## config.mk

```make
export PLATFORM = sky130hd
export DESIGN_NAME = uart_block_rx
export DESIGN_NICKNAME = d
export VERILOG_FILES = /design/src/rtl/uart_block_rx.sv
export SDC_FILE = /design/constraint.sdc
export NUM_CORES = 1
export LEC_CHECK = 0
export ABC_AREA = 1
export BUFFER_PORTS_ARGS = -buffer_cell sky130_fd_sc_hd__buf_2
export CORE_ASPECT_RATIO = 0.9
export CORE_MARGIN = 5
export CORE_UTILIZATION = 30
export CTS_BUF_LIST = sky130_fd_sc_hd__clkbuf_16
export DETAILED_ROUTE_END_ITERATION = 7
export HOLD_SLACK_MARGIN = 0.05
export PLACE_DENSITY_LB_ADDON = 0.25
export SYNTH_ARGS = -nofsm -noshare
export SYNTH_HDL_FRONTEND = slang
export SYNTH_SLANG_ARGS = --single-unit
export TNS_END_PERCENT = 50
```

## constraint.sdc

```tcl
create_clock -name clk -period 2.5 [get_ports clk]
set_input_delay 0.25 -clock clk [delete_from_list [all_inputs] [get_ports clk]]
set_output_delay 0.25 -clock clk [all_outputs]
set_load 0.01 [all_outputs]
```

## src/rtl/uart_block_rx.sv

```systemverilog
// 8N1 UART receiver that packs BLOCK_BYTES bytes (first byte at the MSB end) into one block with valid/ready.
// Optional inter-byte idle timeout is built when UART_BLOCK_RX_TIMEOUT_EN is defined.
module uart_block_rx #(
  parameter int CLK_FREQ     = 100000000,
  parameter int BAUD         = 115200,
  parameter int BLOCK_BYTES  = 16,
  parameter int TIMEOUT_BITS = 32
) (
  input  logic                       clk,
  input  logic                       rst_n,
  input  logic                       uart_rx,
  output logic [0:8*BLOCK_BYTES-1]   o_block,
  output logic                       o_valid,
  input  logic                       i_ready,
  output logic                       o_frame_err,
  output logic                       o_overrun,
  output logic                       o_timeout,
  output logic                       o_busy
);

  localparam int DIV   = CLK_FREQ / BAUD;
  localparam int CNT_W = $clog2(DIV);
  localparam int IDX_W = (BLOCK_BYTES > 1) ? $clog2(BLOCK_BYTES) : 1;
  localparam logic [CNT_W-1:0] CNT_HALF = CNT_W'(DIV / 2 - 1);
  localparam logic [CNT_W-1:0] CNT_FULL = CNT_W'(DIV - 1);
  localparam logic [IDX_W-1:0] IDX_LAST = IDX_W'(BLOCK_BYTES - 1);

  typedef enum logic [1:0] {IDLE, START, DATA, STOP} state_t;

  state_t                   state_reg, state_next;
  logic [1:0]               sync_reg;
  logic                     rx_sync;
  logic [CNT_W-1:0]         cnt_reg, cnt_next;
  logic [2:0]               bit_reg, bit_next;
  logic [7:0]               shift_reg, shift_next;
  logic                     armed_reg, armed_next;
  logic [IDX_W-1:0]         idx_reg, idx_next;
  logic [0:8*BLOCK_BYTES-1] block_reg, block_cat;
  logic                     valid_reg, valid_next;
  logic                     frame_err_reg, overrun_reg;
  logic                     start_det, byte_accept, frame_err;
  logic                     complete, load, overrun, timeout_hit;
  logic [7:0]               buf_reg [BLOCK_BYTES-1];

  assign rx_sync = sync_reg[1];

  always_comb begin
    state_next  = state_reg;
    cnt_next    = cnt_reg;
    bit_next    = bit_reg;
    shift_next  = shift_reg;
    armed_next  = armed_reg | rx_sync;
    start_det   = 1'b0;
    byte_accept = 1'b0;
    frame_err   = 1'b0;
    case (state_reg)
      IDLE: begin
        if (armed_reg && !rx_sync) begin
          start_det  = 1'b1;
          cnt_next   = CNT_HALF;
          state_next = START;
        end
      end
      START: begin
        if (cnt_reg == '0) begin
          if (!rx_sync) begin
            state_next = DATA;
            cnt_next   = CNT_FULL;
            bit_next   = 3'd0;
          end else begin
            state_next = IDLE;
          end
        end else begin
          cnt_next = cnt_reg - CNT_W'(1);
        end
      end
      DATA: begin
        if (cnt_reg == '0) begin
          shift_next = {rx_sync, shift_reg[7:1]};
          cnt_next   = CNT_FULL;
          bit_next   = bit_reg + 3'd1;
          if (bit_reg == 3'd7) state_next = STOP;
        end else begin
          cnt_next = cnt_reg - CNT_W'(1);
        end
      end
      STOP: begin
        if (cnt_reg == '0) begin
          state_next = IDLE;
          if (rx_sync) begin
            byte_accept = 1'b1;
          end else begin
            // Line is still low here; wait for it to go high before hunting for a start bit.
            frame_err  = 1'b1;
            armed_next = 1'b0;
          end
        end else begin
          cnt_next = cnt_reg - CNT_W'(1);
        end
      end
      default: state_next = IDLE;
    endcase
  end

  always_comb begin
    complete   = byte_accept && (idx_reg == IDX_LAST);
    load       = complete && (!valid_reg || i_ready);
    overrun    = complete && valid_reg && !i_ready;
    idx_next   = idx_reg;
    valid_next = valid_reg;
    if (frame_err || timeout_hit) idx_next = '0;
    else if (byte_accept)         idx_next = complete ? '0 : idx_reg + IDX_W'(1);
    if (load)                     valid_next = 1'b1;
    else if (valid_reg && i_ready) valid_next = 1'b0;
  end

  // The final byte is taken straight from the shifter so the block loads on the stop-sample edge.
  genvar gi;
  generate
    for (gi = 0; gi < BLOCK_BYTES - 1; gi++) begin : g_slot
      assign block_cat[8*gi +: 8] = buf_reg[gi];
      always_ff @(posedge clk or negedge rst_n) begin
        if (!rst_n)                                       buf_reg[gi] <= '0;
        else if (byte_accept && idx_reg == IDX_W'(gi))    buf_reg[gi] <= shift_reg;
      end
    end
  endgenerate
  assign block_cat[8*(BLOCK_BYTES-1) +: 8] = shift_reg;

  always_ff @(posedge clk or negedge rst_n) begin
    if (!rst_n) begin
      sync_reg      <= 2'b11;
      state_reg     <= IDLE;
      cnt_reg       <= '0;
      bit_reg       <= '0;
      shift_reg     <= '0;
      armed_reg     <= 1'b1;
      idx_reg       <= '0;
      block_reg     <= '0;
      valid_reg     <= 1'b0;
      frame_err_reg <= 1'b0;
      overrun_reg   <= 1'b0;
    end else begin
      sync_reg      <= {sync_reg[0], uart_rx};
      state_reg     <= state_next;
      cnt_reg       <= cnt_next;
      bit_reg       <= bit_next;
      shift_reg     <= shift_next;
      armed_reg     <= armed_next;
      idx_reg       <= idx_next;
      valid_reg     <= valid_next;
      frame_err_reg <= frame_err;
      overrun_reg   <= overrun;
      if (load) block_reg <= block_cat;
    end
  end

`ifdef UART_BLOCK_RX_TIMEOUT_EN
  localparam logic [31:0] TO_LIMIT = 32'(TIMEOUT_BITS * DIV);
  logic [31:0] idle_cnt_reg;
  logic        timeout_reg;

  assign timeout_hit = (state_reg == IDLE) && (idx_reg != '0) && !start_det &&
                       (idle_cnt_reg == TO_LIMIT - 32'd1);

  always_ff @(posedge clk or negedge rst_n) begin
    if (!rst_n) begin
      idle_cnt_reg <= '0;
      timeout_reg  <= 1'b0;
    end else begin
      timeout_reg <= timeout_hit;
      if (state_reg != IDLE || idx_reg == '0 || start_det || timeout_hit)
        idle_cnt_reg <= '0;
      else
        idle_cnt_reg <= idle_cnt_reg + 32'd1;
    end
  end
  assign o_timeout = timeout_reg;
`else
  assign timeout_hit = 1'b0;
  assign o_timeout   = 1'b0;
`endif

  assign o_block     = block_reg;
  assign o_valid     = valid_reg;
  assign o_frame_err = frame_err_reg;
  assign o_overrun   = overrun_reg;
  assign o_busy      = (state_reg != IDLE) || (idx_reg != '0);

endmodule

```

==> results of run 1 <==
==> final cells by class <==
type	count	area share, %
Tap cell	525	4.70
Inverter	53	1.42
Sequential cell	281	50.4
Timing Repair Buffer	165	7.36
Clock inverter	26	1.58
Clock buffer	31	5.55
Multi-Input combinational cell	925	29.0
==> layer usage <==
layer / part of all wire (%) / track usage [%] / vias to the layer above
met2: 45 / 23.3 / 192
met4: 1.8 / 3.23 / 0
li1: - / - / 4495
met1: 47 / 21.5 / 4389
met3: 6.2 / 3.42 / 45
met5: 0 / 0 / -
==> synth_stat cells <==
| library cell | count |
|---|---|
| ha_1 | 13 |
| nor2_4 | 1 |
| o21a_1 | 1 |
| nand2_4 | 1 |
| nand3_1 | 241 |
| mux2i_1 | 1 |
| buf_2 | 13 |
| clkbuf_1 | 26 |
| o21ai_0 | 47 |
| dfstp_2 | 3 |
| nand4_1 | 4 |
| inv_1 | 52 |
| nor3_1 | 1 |
| inv_2 | 1 |
| nand2_1 | 551 |
| nor2_2 | 2 |
| dfrtp_1 | 278 |
| xor2_1 | 4 |
| nand3b_1 | 1 |
| or2_2 | 1 |
| buf_6 | 11 |
| buf_1 | 1 |
| nand4_4 | 1 |
| buf_4 | 17 |
| a21oi_1 | 4 |
| nor2_1 | 50 |
| conb_1 | 1 |
==> worst max path at each step <==
stage,to,start
after CTS,o_busy,idx_reg[0]
after detailed placement,block_cat[37],cnt_reg[0]
final,o_busy,idx_reg[0]
after global routing,block_cat[89],cnt_reg[0]
after global placement,block_cat[38],cnt_reg[0]
after floorplan,o_block[9],cnt_reg[0]
==> cell families (layout without fill, tap and decap cells) <==
family,count (synthesis),count (layout),share of synthesized area [%]
flops,281,281,60.2
mux,1,1,0.0856
simple gates,854,854,30.5
fa+ha+maj,13,13,1.39
other cells,1,1,0.0321
buf+inv,121,275,5.28
xor+xnor,4,4,0.300
compound gates,52,52,2.25
==> cells in the final DEF (no fill, tap or decap), types with 13 or more instances in the layout <==
master	count
ha_1	13
buf_4	19
nand2_1	549
buf_2	134
clkbuf_16	31
o21ai_0	47
dfrtp_1	278
nor2_1	50
inv_1	58
nand3_1	241
==> power by group <==
part,internal (W),total [W],switching [W]
sequential,0.00462,0.00469,0.0000740
combinational,0.000250,0.000807,0.000557
clock,0.00265,0.00450,0.00184
total,0.00752,0.00999,0.00247
==> metrics by stage <==
| stage | util (%) | cells | worst slack [ps] | power (W) | hold slack, ps |
|---|---|---|---|---|---|
| finish | 36.3 | 2006 | 236 | 0.00999 | 263 |
| global route | 36.3 | 2006 | 104 | 0.0104 | 295 |
| CTS | 36.3 | 2006 | 228 | 0.0101 | 267 |
| detailed placement | 33.7 | 1947 | 328 | 0.00558 | 266 |
| global placement | 33.7 | 1947 | 413 | 0.00557 | 260 |
| floorplan | - | 1327 | 751 | 0.00530 | -45.6 |
==> worst max-delay path, cell delays in order, from the launching register on <==
cell and delay [ps]:
dfrtp_1 400, inv_1 100, ha_1 200, inv_1 200, nor2_1 90, buf_4 170
nand2_1 130, buf_2 160
==> impl_metrics.toml, run 1 <==
[worst_setup_path]
cp.required_ps = 2250
regToRegSetupSlack_ps = 310
r2r_cells = 9
worstPathMaxFanout = 9
r2r-end = "block_cat[4]"
r2r_start = "cnt_reg[0]"
start_kind = "flip-flop"
critPathKind = "flip-flop to primary output"
worstPathArrival_ps = 2010
endpoint_kind = "primary output"

[routing]
wl_um = 32200
dr.pass1.iters = 5
viasPerCell = 4.55
drt_iter0_drc = 698
ant_nets = 0
drc = 0
wl_per_cell_um = 16.1
vias = 9121

[clock_tree]
cts_tree = "done"
clk_pin_slew_ps = 60
cts_setup_buffers = 0
clock_path_buffers = 3
cts_resized = 0
clk_latency_ps = 550
cts_made_buffers = 31
cts-htree-levels = 1
root_buffer = "clkbuf_16"
cts_hold_buffers = 2
cts.sinks = 281

[logic_synthesis]
syn_nets = 1344
yosys_warnings = 0
yosysTopAreaCell = "dfrtp_1"
synthTopCellsByArea = "dfrtp_1 (60%), nand2_1 (18%), nand3_1 (10%)"
synth_area_per_cell_um2 = 8.81
synth_top_area_share_pct = 59.5
synth_cell_types = 27
seq_area_frac_synth_pct = 60.2
synth_cells = 1327
synthesis.area_mm2 = 0.0117
ys_ff_latch = 281

[floorplan]
core_area_mm2 = 0.0385
dieArea_mm2 = 0.0430
die_h_um = 197
initial_core_util_pct = 30.4
dieWidth_um = 218
ios = 137
fp-row-count = 68

[flow_run]
maxCapViolCount = 0

[run_status]
status = "finished, final reports clean"

[timing]
setup_viol = 0
slew_viol_final = 0
worstMarginPinSlew_ps = 653
maxSlewHeadroom_pct = 56.3
min_period_ps = 2260
rsz0062_at_grt = "no"
fin_setup_tns_ps = 0
finalHoldViolations = 0
period_share_pct = 90.6
max_freq_ghz = 0.442
skew_ps = 11.6

[global_routing]
grt-ovfl-total = 0
grt_use_total_pct = 14.9
grt_max_degree = 76
antenna_found_initial = 0
grt_pass1_vias = 9263
grt_pass1_wl_um = 52500

[final_layout]
nFillCells = 4027
drive_above_1_share_pct = 14.8
largest_register_ffs = 128
diodes = 0
area_growth_pct = 19.5
finalInstanceArea_mm2 = 0.0140
fin_nets = 1474
multi_input_area_mm2 = 0.00406
seqCellArea_mm2 = 0.00704

[place]
placed_area_mm2 = 0.0130
place_congestion = 0.834
io_buffers = 135
hpwlAfterDp_um = 21700

[worst_hold_path]
min_path_type = "input port to asynchronous set/reset pin"

[power_and_ir_drop]
power_density_mw_per_mm2 = 715
vdd_drop_max_v = 0.000487
leakage_nw = 7.91
Power figures use the tool's default switching activity.
==> inputs of run 2 (changes only) <==
MAX_ROUTING_LAYER = met4   (was not set)
==> run 2 against run 1 <==
Compared with the run above: sequential power hardly changed; critical path depth did not move; power hardly changed; largest power group unchanged.
==> impl_metrics.toml, run 2 (synthesis gave the netlist of run 1 again) <==
[run_status]
status = "finished, final reports clean"

[floorplan]
fp-row-count = 68
core_area_mm2 = 0.0385
dieArea_mm2 = 0.0430
initial_core_util_pct = 30.4
dieWidth_um = 218
die_h_um = 197
ios = 137

[clock_tree]
cts.sinks = 281
cts_made_buffers = 31
cts_setup_buffers = 0
clk_pin_slew_ps = 60
root_buffer = "clkbuf_16"
cts_resized = 0
clk_latency_ps = 550
cts-htree-levels = 1
cts_tree = "done"
clock_path_buffers = 3

[routing]
vias = 9119
ant_nets = 0
dr.pass1.iters = 4
wl_per_cell_um = 16.0
drc = 0
drt_iter0_drc = 711
viasPerCell = 4.55
wl_um = 32200

[worst_setup_path]
start_kind = "flip-flop"
startpoint = "idx_reg[0]"
cp.required_ps = 2250
r2r_cells = 9
r2r_start = "cnt_reg[0]"
cpPeakStageDelay_ps = 400
cp_cell_sequence = "inv_1 > ha_1 > inv_1 > nor2_1 > buf_4 > nand2_1 > buf_2"
worstPathArrival_ps = 2000
critPathKind = "flip-flop to primary output"
worstPathMaxFanout = 9
r2r-end = "block_cat[60]"
slowest_stage = "dfrtp_1"
endpoint_kind = "primary output"
regToRegSetupSlack_ps = 320
crit_top_cell = "inv_1"

[place]
place_congestion = 0.847
io_buffers = 135
hpwlAfterDp_um = 21700

[timing]
worstMarginPinSlew_ps = 649
rsz0062_at_grt = "no"
fin_setup_tns_ps = 0
skew_ps = 11.5
finalHoldViolations = 0
min_period_ps = 2250
setup_viol = 0
period_share_pct = 89.9
maxSlewHeadroom_pct = 56.6
slew_viol_final = 0
holdWs_ps = 261
max_freq_ghz = 0.445

[global_routing]
grt-ovfl-total = 0
grt_use_total_pct = 15.4
antenna_found_initial = 0
grt_max_degree = 76
grt_pass1_vias = 9263
grt_pass1_wl_um = 52600

[final_layout]
diodes = 0
nFillCells = 4027
fin_nets = 1474
drive_above_1_share_pct = 14.8
seqCellArea_mm2 = 0.00704
mostFrequentLayoutCells = "nand2_1 (549), dfrtp_1 (278), nand3_1 (241)"
area_growth_pct = 19.5
multi_input_area_mm2 = 0.00406
final_util_pct = 36.3
final_common_cell = "nand2_1"
largest_register_ffs = 128

[power_and_ir_drop]
vdd_drop_max_v = 0.000489
leakage_nw = 7.91
power_density_mw_per_mm2 = 715

[worst_hold_path]
min_path_type = "input port to asynchronous set/reset pin"

[flow_run]
maxCapViolCount = 0
==> run 2: cell counts in the layout (fill, tap and decap cells not counted) <==
Identical to the previous run, type by type.
==> run 2: worst max path at each step <==
| stage | end | cells after the start |
|---|---|---|
| after global placement | block_cat[38] | 9 |
| after detailed placement | block_cat[37] | 9 |
| after CTS | o_busy | 7 |
| after global routing | block_cat[89] | 8 |
| after floorplan | o_block[9] | 11 |
| final | o_busy | 7 |
==> run 2: what timing repair did <==
action                                  in CTS  in global routing
hold buffers                                 2                  0
endpoints found under the hold margin       63                  0
endpoints found under the setup margin       0                  0
==> run 2: power breakdown <==
part / leakage (nW) / total (W) / switching [W] / internal (W)
logic: 3.49 / 0.000807 / 0.000557 / 0.000250
clock network: 0.519 / 0.00449 / 0.00184 / 0.00265
registers: 3.90 / 0.00469 / 0.0000742 / 0.00462
total: 7.91 / 0.00999 / 0.00247 / 0.00752
==> run 2: final cells by class <==
| type | count | share of cell area [%] |
|---|---|---|
| Tap cell | 525 | 4.70 |
| Multi-Input combinational cell | 925 | 29.0 |
| Sequential cell | 281 | 50.4 |
| Timing Repair Buffer | 165 | 7.36 |
| Inverter | 53 | 1.42 |
| Clock buffer | 31 | 5.55 |
| Clock inverter | 26 | 1.58 |
==> run 2: per-layer routing <==
| metal | part of all wire (%) | wire (um) | track usage [%] | up-vias |
|---|---|---|---|---|
| li1 | - | - | - | 4499 |
| met1 | 47 | 15200 | 21.4 | 4384 |
| met2 | 45 | 14400 | 23.4 | 189 |
| met3 | 6.2 | 2000 | 3.40 | 47 |
| met4 | 1.8 | 594 | 3.23 | 0 |
| met5 | 0 | 0 | - | - |
==> run 2: critical path: cells and delay by family (launching register included) <==
family | cells | cell delay, ps
buf+inv | 4 | 620
fa+ha+maj | 1 | 200
flops | 1 | 400
simple gates | 2 | 220
==> run 2: per-stage QoR <==
step                      cells  power, W  instance area (um^2)  worst slack [ps]
after global placement     1947   0.00557                 13000               413
after CTS                  2006    0.0101                 14000               228
after detailed placement   1947   0.00558                 13000               328
after global routing       2006    0.0104                 14000              94.2
final                      2006   0.00999                 14000               251
after floorplan            1327   0.00530                 11700               751
